**config.mk**
```make
export PLATFORM = sky130hd
export DESIGN_NAME = vga_scan
export DESIGN_NICKNAME = d
export VERILOG_FILES = /design/src/rtl/vga_scan_pkg.sv /design/src/rtl/vga_delay_line.sv /design/src/rtl/vga_scan.sv
export SDC_FILE = /design/constraint.sdc
export NUM_CORES = 1
export LEC_CHECK = 0
export BUFFER_PORTS_ARGS = -buffer_cell sky130_fd_sc_hd__buf_4
export CAP_MARGIN = 20
export CORE_ASPECT_RATIO = 0.9
export CORE_UTILIZATION = 53
export CTS_BUF_LIST = sky130_fd_sc_hd__clkbuf_4 sky130_fd_sc_hd__clkbuf_8 sky130_fd_sc_hd__clkbuf_16
export DETAILED_ROUTE_END_ITERATION = 8
export HOLD_SLACK_MARGIN = 0.03
export PLACE_DENSITY = 0.82
export SETUP_SLACK_MARGIN = 0.4
export SLEW_MARGIN = 20
export SYNTH_ARGS = -nofsm -noshare
export SYNTH_HDL_FRONTEND = slang
export SYNTH_SLANG_ARGS = --single-unit
```
**constraint.sdc**
```tcl
create_clock -name clk -period 3.8 [get_ports clk]
set_clock_uncertainty 0.15 [all_clocks]
set_input_delay 0.38 -clock clk [delete_from_list [all_inputs] [get_ports clk]]
set_output_delay 0.38 -clock clk [all_outputs]
set_load 0.03 [all_outputs]
```
**src/rtl/vga_scan_pkg.sv**
```systemverilog
// Shared types and constants for the VGA raster timing stage.
package vga_scan_pkg;

    // Coordinate and colour widths seen on the vga_scan ports.
    localparam int unsigned CNT_W = 11;
    localparam int unsigned RGB_W = 12;

    // Default 640x480@60 timing (25.175 MHz pixel clock).
    localparam int unsigned DEF_H_ACTIVE = 640;
    localparam int unsigned DEF_H_FP     = 16;
    localparam int unsigned DEF_H_SYNC   = 96;
    localparam int unsigned DEF_H_BP     = 48;
    localparam int unsigned DEF_V_ACTIVE = 480;
    localparam int unsigned DEF_V_FP     = 10;
    localparam int unsigned DEF_V_SYNC   = 2;
    localparam int unsigned DEF_V_BP     = 33;

    typedef logic [CNT_W-1:0] coord_t;

    // RGB444 field split of the 12-bit colour word, red in the top nibble.
    typedef struct packed {
        logic [3:0] r;
        logic [3:0] g;
        logic [3:0] b;
    } rgb444_t;

    // Per-pixel attributes carried alongside the draw-stage latency.
    typedef struct packed {
        logic on;
        logic hs;
        logic vs;
    } sync_bits_t;

    // Blank pixel with both syncs inactive (high).
    localparam sync_bits_t SYNC_IDLE = '{on: 1'b0, hs: 1'b1, vs: 1'b1};

    // True while lo <= pos < hi.
    function automatic logic in_window(input coord_t pos, input coord_t lo, input coord_t hi);
        return (pos >= lo) && (pos < hi);
    endfunction

endpackage

```
**src/rtl/vga_delay_line.sv**
```systemverilog
// WIDTH x DEPTH shift register advancing only when en is high.
module vga_delay_line #(
    parameter int unsigned     WIDTH   = 1,
    parameter int unsigned     DEPTH   = 1,
    parameter logic [WIDTH-1:0] RST_VAL = '0
) (
    input  logic             clk,
    input  logic             rst_n,
    input  logic             en,
    input  logic [WIDTH-1:0] din,
    output logic [WIDTH-1:0] dout
);

    logic [WIDTH-1:0] stage_q [DEPTH];

    // Shift one stage per enable; every stage resets to RST_VAL.
    always_ff @(posedge clk or negedge rst_n) begin
        if (!rst_n) begin
            for (int unsigned i = 0; i < DEPTH; i++) begin
                stage_q[i] <= RST_VAL;
            end
        end else if (en) begin
            stage_q[0] <= din;
            for (int unsigned i = 1; i < DEPTH; i++) begin
                stage_q[i] <= stage_q[i-1];
            end
        end
    end

    assign dout = stage_q[DEPTH-1];

endmodule

```
**src/rtl/vga_scan.sv**
```systemverilog
// Raster timing: pixel tick, x/y scan counters, sync decode and the output
// registers that keep colour, blanking and syncs aligned behind the draw stage.
module vga_scan
    import vga_scan_pkg::*;
#(
    parameter int unsigned CLK_DIV  = 4,
    parameter int unsigned H_ACTIVE = DEF_H_ACTIVE,
    parameter int unsigned H_FP     = DEF_H_FP,
    parameter int unsigned H_SYNC   = DEF_H_SYNC,
    parameter int unsigned H_BP     = DEF_H_BP,
    parameter int unsigned V_ACTIVE = DEF_V_ACTIVE,
    parameter int unsigned V_FP     = DEF_V_FP,
    parameter int unsigned V_SYNC   = DEF_V_SYNC,
    parameter int unsigned V_BP     = DEF_V_BP,
    // Draw-stage latency in pixel ticks, 1..4.
    parameter int unsigned PIX_LAT  = 1
) (
    input  logic        clk,
    input  logic        rst_n,
    input  logic [11:0] color_in,
    output logic [10:0] x,
    output logic [10:0] y,
    output logic        video_on,
    output logic        frame_start,
    output logic [3:0]  vga_r,
    output logic [3:0]  vga_g,
    output logic [3:0]  vga_b,
    output logic        hs,
    output logic        vs
);

    localparam int unsigned H_TOTAL = H_ACTIVE + H_FP + H_SYNC + H_BP;
    localparam int unsigned V_TOTAL = V_ACTIVE + V_FP + V_SYNC + V_BP;

    localparam coord_t H_LAST    = coord_t'(H_TOTAL - 1);
    localparam coord_t V_LAST    = coord_t'(V_TOTAL - 1);
    localparam coord_t H_VIS     = coord_t'(H_ACTIVE);
    localparam coord_t V_VIS     = coord_t'(V_ACTIVE);
    localparam coord_t H_SYNC_LO = coord_t'(H_ACTIVE + H_FP);
    localparam coord_t H_SYNC_HI = coord_t'(H_ACTIVE + H_FP + H_SYNC);
    localparam coord_t V_SYNC_LO = coord_t'(V_ACTIVE + V_FP);
    localparam coord_t V_SYNC_HI = coord_t'(V_ACTIVE + V_FP + V_SYNC);

    // A one-bit divider is kept for CLK_DIV == 1; it simply stays at zero.
    localparam int unsigned         DIV_W    = (CLK_DIV > 1) ? $clog2(CLK_DIV) : 1;
    localparam logic [DIV_W-1:0]    DIV_LAST = DIV_W'(CLK_DIV - 1);

    logic [DIV_W-1:0] div_q, div_d;
    logic             tick;

    coord_t     x_q, x_d;
    coord_t     y_q, y_d;
    logic       fs_q, fs_d;

    sync_bits_t sync_now;
    sync_bits_t sync_tail;

    rgb444_t    rgb_q, rgb_d;
    logic       hs_q, hs_d;
    logic       vs_q, vs_d;

    // ------------------------------------------------------------------
    // Pixel tick
    // ------------------------------------------------------------------
    assign tick = (div_q == DIV_LAST);

    // Divider wraps on the tick cycle.
    always_comb begin
        div_d = div_q + 1'b1;
        if (tick) begin
            div_d = '0;
        end
    end

    // Divider register.
    always_ff @(posedge clk or negedge rst_n) begin
        if (!rst_n) begin
            div_q <= '0;
        end else begin
            div_q <= div_d;
        end
    end

    // ------------------------------------------------------------------
    // Scan counters
    // ------------------------------------------------------------------
    // Advance x/y on tick; flag the tick that loads (0,0) for frame_start.
    always_comb begin
        x_d  = x_q;
        y_d  = y_q;
        fs_d = 1'b0;
        if (tick) begin
            if (x_q == H_LAST) begin
                x_d = '0;
                if (y_q == V_LAST) begin
                    y_d  = '0;
                    fs_d = 1'b1;
                end else begin
                    y_d = y_q + 1'b1;
                end
            end else begin
                x_d = x_q + 1'b1;
            end
        end
    end

    // Counter and frame_start registers; reset load does not pulse frame_start.
    always_ff @(posedge clk or negedge rst_n) begin
        if (!rst_n) begin
            x_q  <= '0;
            y_q  <= '0;
            fs_q <= 1'b0;
        end else begin
            x_q  <= x_d;
            y_q  <= y_d;
            fs_q <= fs_d;
        end
    end

    assign x           = x_q;
    assign y           = y_q;
    assign frame_start = fs_q;

    // ------------------------------------------------------------------
    // Raw per-pixel attributes for the current x/y
    // ------------------------------------------------------------------
    assign video_on = (x_q < H_VIS) && (y_q < V_VIS);

    // Decode visibility and active-low syncs for the pixel now on x/y.
    always_comb begin
        sync_now    = SYNC_IDLE;
        sync_now.on = video_on;
        sync_now.hs = ~in_window(x_q, H_SYNC_LO, H_SYNC_HI);
        sync_now.vs = ~in_window(y_q, V_SYNC_LO, V_SYNC_HI);
    end

    // Holds the attributes back until the matching colour returns.
    vga_delay_line #(
        .WIDTH   ($bits(sync_bits_t)),
        .DEPTH   (PIX_LAT),
        .RST_VAL (SYNC_IDLE)
    ) u_align (
        .clk   (clk),
        .rst_n (rst_n),
        .en    (tick),
        .din   (sync_now),
        .dout  (sync_tail)
    );

    // ------------------------------------------------------------------
    // Output registers
    // ------------------------------------------------------------------
    // Sample colour and syncs together on tick; colour is forced to 0 when blank.
    always_comb begin
        rgb_d = rgb_q;
        hs_d  = hs_q;
        vs_d  = vs_q;
        if (tick) begin
            rgb_d = sync_tail.on ? rgb444_t'(color_in) : '0;
            hs_d  = sync_tail.hs;
            vs_d  = sync_tail.vs;
        end
    end

    // Pin registers; reset drives blank colour and inactive syncs at once.
    always_ff @(posedge clk or negedge rst_n) begin
        if (!rst_n) begin
            rgb_q <= '0;
            hs_q  <= 1'b1;
            vs_q  <= 1'b1;
        end else begin
            rgb_q <= rgb_d;
            hs_q  <= hs_d;
            vs_q  <= vs_d;
        end
    end

    assign vga_r = rgb_q.r;
    assign vga_g = rgb_q.g;
    assign vga_b = rgb_q.b;
    assign hs    = hs_q;
    assign vs    = vs_q;

endmodule

```
==> results of run 1 <==
-- power groups by stage --
stage | clock [W] | sequential [W] | combinational (W)
3_5_place_dp | 0 | 0.000465 | 0.0000479
2_1_floorplan | 0 | 0.000479 | 0.00000408
5_1_grt | 0.000374 | 0.000457 | 0.0000524
4_1_cts | 0.000356 | 0.000457 | 0.0000487
6_report | 0.000349 | 0.000457 | 0.0000476
3_3_place_gp | 0 | 0.000465 | 0.0000473
-- cell families after synthesis --
group	Yosys count	share of synthesized area
buf+inv	27	0.0606
fa+ha+maj	4	0.0250
flops	42	0.527
compound gates	32	0.0888
xor+xnor	10	0.0437
mux	6	0.0325
simple gates	77	0.222
-- per-stage QoR --
| stage | hold slack [ns] | instance area [um2] | cells |
|---|---|---|---|
| final | 0.163 | 2520 | 295 |
| after global routing | 0.159 | 2520 | 295 |
| after CTS | 0.158 | 2520 | 295 |
| after detailed placement | 0.243 | 2400 | 286 |
| after global placement | 0.239 | 2400 | 286 |
| after floorplan | -0.0656 | 2000 | 198 |
-- worst paths after layout --
check / from / end / cells past startpoint
setup / recovery: x[0]$_DFFE_PN0P_ / y[9]$_DFFE_PN0P_ / 5
max in group asynchronous: rst_n / u_align.dout[1]$_DFFE_PN1P_ / 2
min in group asynchronous: rst_n / frame_start$_DFF_PN0_ / 2
hold / removal: color_in[9] / vga_r[1]$_DFFE_PN0P_ / 3
setup reg to reg: x[0]$_DFFE_PN0P_ / y[9]$_DFFE_PN0P_ / 5
hold reg to reg: div_q[0]$_DFF_PN0_ / div_q[0]$_DFF_PN0_ / 1
-- tightest hold or removal path, stage by stage --
cell and delay, ns:
buf_4 0.08, nand3_1 0.06, o21ai_0 0.06
-- what timing repair did --
item / in CTS / in global routing
endpoints found under the setup margin: 0 / 0
hold buffers: 1 / 0
buffers inserted: 0 / 0
endpoints found under the hold margin: 38 / 0
gates resized for setup: 0 / 0
-- state kept, by name, summed over array words and instances, names as in the netlist --
name	flops
div_q	2
frame_start	1
hs	1
u_align.dout	3
vga_b	4
vga_g	4
vga_r	4
vs	1
x	11
y	11
-- final cells by class --
type | count | area [um2]
Clock inverter | 3 | 40.0
Timing Repair Buffer | 53 | 400
Multi-Input combinational cell | 129 | 825
Clock buffer | 5 | 68.8
Tap cell | 44 | 55.1
Fill cell | 279 | 987
Inverter | 19 | 71.3
Sequential cell | 42 | 1060
-- per-layer routing --
layer,share of wire,routed length [um]
met2,0.45,1830
met5,0,0
met1,0.48,1960
met3,0.054,221
met4,0.014,56
-- cells in the final DEF, fill, tap and decap left out, types with 3 or more instances in the layout --
master / count
a21oi_1: 3
clkbuf_8: 5
dfrtp_1: 38
nor3_1: 3
xnor2_1: 5
nand4_1: 5
nand3_1: 23
and3_1: 3
dfstp_2: 4
or3_1: 3
inv_1: 19
buf_4: 52
mux2_2: 4
nand2_1: 11
nor2_1: 12
o21ai_0: 20
xor2_1: 5
ha_1: 4
==> summary.txt, run 1 <==
status: finished, final reports clean
Comb pwr share: 0.056
power share of the sequential group: 0.535
Vias/cell: 5.44
CTS tree: done
worst-path maximum fanout: 12
Yosys top cell area share: 0.475
Synth Instances: 198
critical path arrival: 2.20 ns
Yosys warnings: 0
GRT Overall Usage: 0.219
Final Total Pwr: 0.000853 W
post-synth net total: 216
Residual DRC: 0
Cell variety after synth: 40
worst-margin pin slew: 0.532 ns
max incr delay on CP: 0.50 ns
root buffer cell: clkbuf_8
crit start category: register
Max Clk Rate: 472 MHz
post-route ant nets: 0
CTS Buf Count: 5
die area: 4030 um2
die width: 66.8 um
# port buffers: 51
count of state elements after synthesis: 42
Skew-Pair Late Insertion Delay: 0.30 ns
Via Count: 1604
Sw Pwr: 0.000187 W
Core Footprint: 3500 um2
Slew headroom: 0.640
Worst-path clk slew: 0.08 ns
grt met3 use: 0.0573
Commonest cells post-synth: 38 x dfrtp_1, 23 x nand3_1, 20 x o21ai_0, 19 x inv_1, 12 x nor2_1
Cell Area, Synth: 2000 um2
Setup violations, final: 0
Worst Setup End Kind: register
post-layout util: 0.718
pre-CTS setup slack: 1.72 ns
synthesized area per cell: 10.1 um2
Clock Path Buffers: 2
most common cell in the synthesized netlist: dfrtp_1
antenna fix cells: 0
gr ovfl total: 0
ys async rst share: 1.00
total clock sinks: 42
DR pass1 iterations: 4
initial cell density of the core: 0.571
reg2reg setup slack: 1.68 ns
first-pass GRT wire length: 6.42 mm
setup ws final: 1.68 ns
internal power: 0.000666 W
Starting DRT DRC Count: 90
Area contributors post-synth: dfrtp_1 48%, nand3_1 5.8%, dfstp_2 5.3%
worst-path cell chain: ha_1 -> and4_1 -> nand4_1 -> or3_1 -> o21ai_1
VDD IR max: 0.333 mV
largest net degree at the start of global routing: 43
hpwl dp: 2.77 mm
Seq/Total Area, Yosys: 0.528
leakage: 1.16 nW
GRT met1 Usage: 0.293
minimum clock period: 2.12 ns
predominant post-synthesis flop cell: dfrtp_1
DR WL/cell: 13.8 um
Layout area overhead: 25.7%
maxcap violations: 0
RePlAce Congestion: 0.847
row cnt: 20
vias in the first global route: 1413
slowest cell on the critical path: or3_1
RSZ-0062 raised after global routing: no
Net Sw Frac: 0.219
final hold vios: 0
final period utilization: 0.557
clock network fraction of total power: 0.409
Data required, critical path: 3.88 ns
buffer and inverter count on the worst path: 0
layout cells sized above 1: 0.303
Synth area leader: dfrtp_1
Slew Viols, Final: 0
nets: 268
Setup TNS Final: 0 ns
Crit Path Category: register to register
io pins: 52
CP delay by family, top: simple AND/OR/NAND/NOR gates
met2 Track Usage GR: 0.332
HP Class: input port to register
H-tree Lvls: 2
antenna violations before repair: 0
final WL: 4.06 mm
Most Crowded Layer GR: met2
Post-synth EDFFs: 0
chip height: 60.3 um
PD cells: 339 nW/um2
Note: power is estimated with default switching activity, not from simulation.
==> inputs of run 2 (changes only) <==
CORE_UTILIZATION = 52   (was 53)
PLACE_DENSITY = 0.81   (was 0.82)
clock period = 2 ns   (was 3.8 ns; I/O delays follow)
==> run 2 against run 1 <==
Final cell count up 15%. Register-to-register slack lost 1.4 ns. Cell area grew 22%. Highest routed layer unchanged.
==> summary.txt, run 2 (synthesis results as in run 1) <==
antenna violations before repair: 0
RePlAce Congestion: 0.959
layout cells sized above 1: 0.514
Worst Setup End Kind: register
crit start category: register
Storage cell area: 1070 um2
worst reg2reg path endpoint: y[5]$_DFFE_PN0P_
CTS Buf Count: 5
maxcap violations: 0
multi-input logic area: 1010 um2
PD cells: 496 nW/um2
Worst Setup SP: div_q[0]$_DFF_PN0_
DR WL/cell: 16.7 um
Worst-path clk slew: 0.09 ns
Via Count: 1910
nets: 311
reg2reg setup slack: 0.28 ns
first-pass GRT wire length: 8.22 mm
fillers: 204
root buffer cell: clkbuf_8
Setup violations, final: 0
antenna fix cells: 0
chip height: 60.9 um
leakage: 1.37 nW
minimum clock period: 1.72 ns
final WL: 5.67 mm
Starting DRT DRC Count: 151
Layout area overhead: 53.9%
commonest non-fill, non-tap cells in the layout: 75 x buf_4, 23 x dfrtp_1, 20 x nand3_1, 17 x inv_1, 15 x dfrtp_2
die area: 4100 um2
Setup TNS Final: 0 ns
Max Clk Rate: 580 MHz
Clock Path Buffers: 2
CTS tree: done
RSZ-0062 raised after global routing: yes
final period utilization: 0.862
Crit Path Category: register to register
vias in the first global route: 1757
Worst Setup EP: y[5]$_DFFE_PN0P_
Residual DRC: 0
die width: 67.4 um
Reg2Reg Depth: 5
largest net degree at the start of global routing: 43
H-tree Lvls: 2
io pins: 52
worst-path maximum fanout: 8
Slew Viols, Final: 0
Skew-Pair Late Insertion Delay: 0.30 ns
FF-to-FF Start: div_q[0]$_DFF_PN0_
Core Footprint: 3700 um2
hpwl dp: 3.01 mm
row cnt: 21
DR pass1 iterations: 4
Data required, critical path: 2.04 ns
VDD IR max: 0.538 mV
gr ovfl total: 0
total clock sinks: 42
# placed instances: 291
critical path arrival: 1.76 ns
Vias/cell: 5.62
HP Class: input port to async pin
initial cell density of the core: 0.540
Slew headroom: 0.653
# port buffers: 51
status: finished, final reports clean
final hold vios: 0
GRT Overall Usage: 0.283
most common cell after layout, fill and taps aside: buf_4
final cell count without fillers: 340
Fin Hold WS: 0.310 ns
worst-margin pin slew: 0.520 ns
post-route ant nets: 0
[run 2: changes by cell type in the layout (fill, tap and decap cells not counted), sizes merged]
cell	before	now
bufinv	1	0
nand3	24	25
dlygate4sd3	1	13
clkinvlp	0	1
buf	52	82
[run 2: report_power, final]
| group | switching, W | total (W) | internal, W |
|---|---|---|---|
| combinational | 0.0000624 | 0.000114 | 0.0000519 |
| sequential | 0.00000666 | 0.000868 | 0.000861 |
| clock | 0.000302 | 0.000547 | 0.000245 |
[run 2: critical path, cell delays in order (launching register included)]
cell     delay [ns]
dfrtp_1        0.38
ha_2           0.21
and4_4         0.25
and4_4         0.32
nand2_4        0.07
o31ai_1        0.24
[run 2: repair_timing]
action                                  CTS  global route
setup buffers                            25             1
pin swaps                                13             5
hold buffers                             13             0
cloned                                    2             0
endpoints found under the hold margin    50             0
endpoints found under the setup margin   18            23
gates resized for setup                  15            19
[run 2: cell type report]
cell class / count / area share
sequential: 42 / 0.349
multi-input combinational: 130 / 0.328
timing repair buffer: 95 / 0.252
inverter: 19 / 0.0231
clock buffer: 5 / 0.0223
tap: 46 / 0.0187
clock inverter: 3 / 0.00690
[run 2: how the worst min path moves through the flow]
stage                            to                from  slack (ns)  cells after the start
2_1_floorplan    div_q[0]$_DFF_PN0_               rst_n       -0.25                      0
3_3_place_gp   vga_r[3]$_DFFE_PN0P_               rst_n        0.06                      1
3_5_place_dp   vga_r[3]$_DFFE_PN0P_               rst_n        0.06                      1
4_1_cts        vga_r[3]$_DFFE_PN0P_               rst_n        0.27                      2
5_1_grt          div_q[0]$_DFF_PN0_  div_q[0]$_DFF_PN0_        0.32                      1
6_report       vga_b[2]$_DFFE_PN0P_               rst_n        0.31                      2
[run 2: layer usage]
metal  global-route usage  wire [um]  up-vias
met5                    0          0        -
met4                0.143        150        0
met3               0.0620        305       14
met2                0.456       2840       81
met1                0.361       2380      932
li1                     -          -      883
[run 2: stage by stage]
step	setup slack, ns	power [W]	utilization	area [um2]
6_report	0.277	0.00153	0.832	3080
5_1_grt	0.209	0.00158	0.832	3080
4_1_cts	0.348	0.00153	0.811	3010
3_5_place_dp	0.258	0.000975	0.682	2530
3_3_place_gp	0.261	0.000973	0.682	2530
2_1_floorplan	0.269	0.000917	-	2110
==> inputs of run 3 (changes only) <==
REMOVE_ABC_BUFFERS = 1   (was unset)
==> run 3 against run 2 <==
Fmax down 5.4%. Combinational power down 4%. Non-clock buffer count down 8. Final cell count down 2.4%.
==> summary.txt, run 3 (synthesis results as in run 1) <==
Setup TNS Final: 0 ns
Setup violations, final: 0
final period utilization: 0.911
vias in the first global route: 1630
chip height: 60.9 um
internal power: 0.00130 W
Worst Setup End Kind: register
PD cells: 559 nW/um2
nets: 303
commonest non-fill, non-tap cells in the layout: 68 x buf_4, 30 x dfrtp_1, 23 x nand3_1, 19 x inv_1, 13 x o21ai_0
crit start category: register
RSZ-0062 raised after global routing: yes
FF-to-FF Start: x[0]$_DFFE_PN0P_
CP delay by family, top: simple AND/OR/NAND/NOR gates
reg2reg setup slack: 0.18 ns
H-tree Lvls: 2
Reg2Reg Depth: 8
most common cell after layout, fill and taps aside: buf_4
worst-margin pin slew: 0.520 ns
minimum clock period: 1.82 ns
largest net degree at the start of global routing: 43
Crit Path Category: register to register
gr ovfl total: 0
Worst-path clk slew: 0.08 ns
final WL: 5.06 mm
row cnt: 21
worst-path maximum fanout: 6
Via Count: 1811
Core Footprint: 3700 um2
die area: 4100 um2
leakage: 1.33 nW
first-pass GRT wire length: 7.38 mm
die width: 67.4 um
Worst path depth: 8
CTS tree: done
Starting DRT DRC Count: 119
total clock sinks: 42
Worst Setup SP: x[0]$_DFFE_PN0P_
Skew-Pair Late Insertion Delay: 0.29 ns
hpwl dp: 2.96 mm
post-layout util: 0.796
antenna fix cells: 0
Residual DRC: 0
status: finished, final reports clean
post-route ant nets: 0
HP Class: input port to register
initial cell density of the core: 0.540
CTS Buf Count: 5
Max Clk Rate: 549 MHz
Fin Hold WS: 0.0309 ns
Slew Viols, Final: 0
root buffer cell: clkbuf_8
Layout area overhead: 47.3%
worst reg2reg path endpoint: x[9]$_DFFE_PN0P_
Comb pwr share: 0.067
GRT Overall Usage: 0.250
critical path's most frequent cell: buf_6
Sw Pwr: 0.000351 W
layout cells sized above 1: 0.430
VDD IR max: 0.481 mV
slowest cell on the critical path: dfrtp_1
buffer and inverter count on the worst path: 3
worst-path cell chain: ha_4 -> and4_4 -> nand4_1 -> buf_6 -> buf_6 -> buf_6 -> nand2_2 -> mux2i_1
Clock Path Buffers: 2
maxcap violations: 0
# port buffers: 51
max incr delay on CP: 0.42 ns
Data required, critical path: 2.02 ns
Worst Setup EP: x[9]$_DFFE_PN0P_
RePlAce Congestion: 0.877
Slew headroom: 0.653
Net Sw Frac: 0.213
power share of the sequential group: 0.526
final hold vios: 0
Vias/cell: 5.45
DR WL/cell: 15.2 um
antenna violations before repair: 0
io pins: 52
clock network fraction of total power: 0.407
critical path arrival: 1.85 ns
DR pass1 iterations: 4
[run 3: cell types whose count changed in the layout (fill, tap and decap cells not counted), sizes merged]
cell	previous run	this run
dlygate4sd3	13	12
clkinv	2	0
buf	82	75
bufinv	0	1
nand3	25	24
clkbuf	5	6
and4	3	4
[run 3: timing repair]
action / in CTS / in global routing
gates resized for setup: 20 / 23
buffers inserted: 10 / 8
gates cloned: 0 / 1
setup endpoints to repair: 17 / 19
hold endpoints to repair: 49 / 0
pin swaps: 9 / 9
hold buffers: 12 / 0
[run 3: area by class of cell]
class | instances | area (um2)
inverter | 19 | 71.3
sequential | 42 | 1070
clock inverter | 2 | 37.5
clock buffer | 6 | 76.3
tap | 46 | 57.6
timing repair buffer | 87 | 709
multi-input combinational | 130 | 931
fill | 222 | 756
[run 3: metal layers]
layer | GRT usage | part of all wire | up-vias
met5 | 0 | 0 | -
met4 | 0.109 | 0.026 | 0
met3 | 0.0583 | 0.058 | 13
met2 | 0.403 | 0.49 | 55
met1 | 0.325 | 0.43 | 877
li1 | - | - | 866
[run 3: worst min-delay path by stage]
stage,startpoint,to,slack [ns],cells past startpoint
after global placement,rst_n,vga_b[1]$_DFFE_PN0P_,0.06,1
final,color_in[9],vga_r[1]$_DFFE_PN0P_,0.03,3
after floorplan,rst_n,div_q[0]$_DFF_PN0_,-0.25,0
after CTS,color_in[9],vga_r[1]$_DFFE_PN0P_,0.04,3
after global routing,color_in[9],vga_r[1]$_DFFE_PN0P_,0.04,3
after detailed placement,rst_n,vga_b[1]$_DFFE_PN0P_,0.06,1
[run 3: power by group through the flow]
stage	logic, W	clock network (W)	registers [W]
after floorplan	0.00000774	0	0.000909
after global placement	0.0000903	0	0.000883
after detailed placement	0.0000919	0	0.000884
after CTS	0.000111	0.000685	0.000867
after global routing	0.000121	0.000718	0.000869
final	0.000110	0.000670	0.000867
[run 3: metrics by stage]
step | instances | power (W) | setup WS (ns) | cell area (um2)
after floorplan | 190 | 0.000917 | -0.402 | 1950
after global placement | 293 | 0.000974 | 0.181 | 2440
after detailed placement | 293 | 0.000976 | 0.100 | 2440
after CTS | 323 | 0.00166 | 0.287 | 2830
after global routing | 332 | 0.00171 | 0.0999 | 2950
final | 332 | 0.00165 | 0.179 | 2950
[run 3: worst min-delay path: stages]
cell	delay, ns
buf_4	0.07
nand3_1	0.07
o21ai_0	0.09
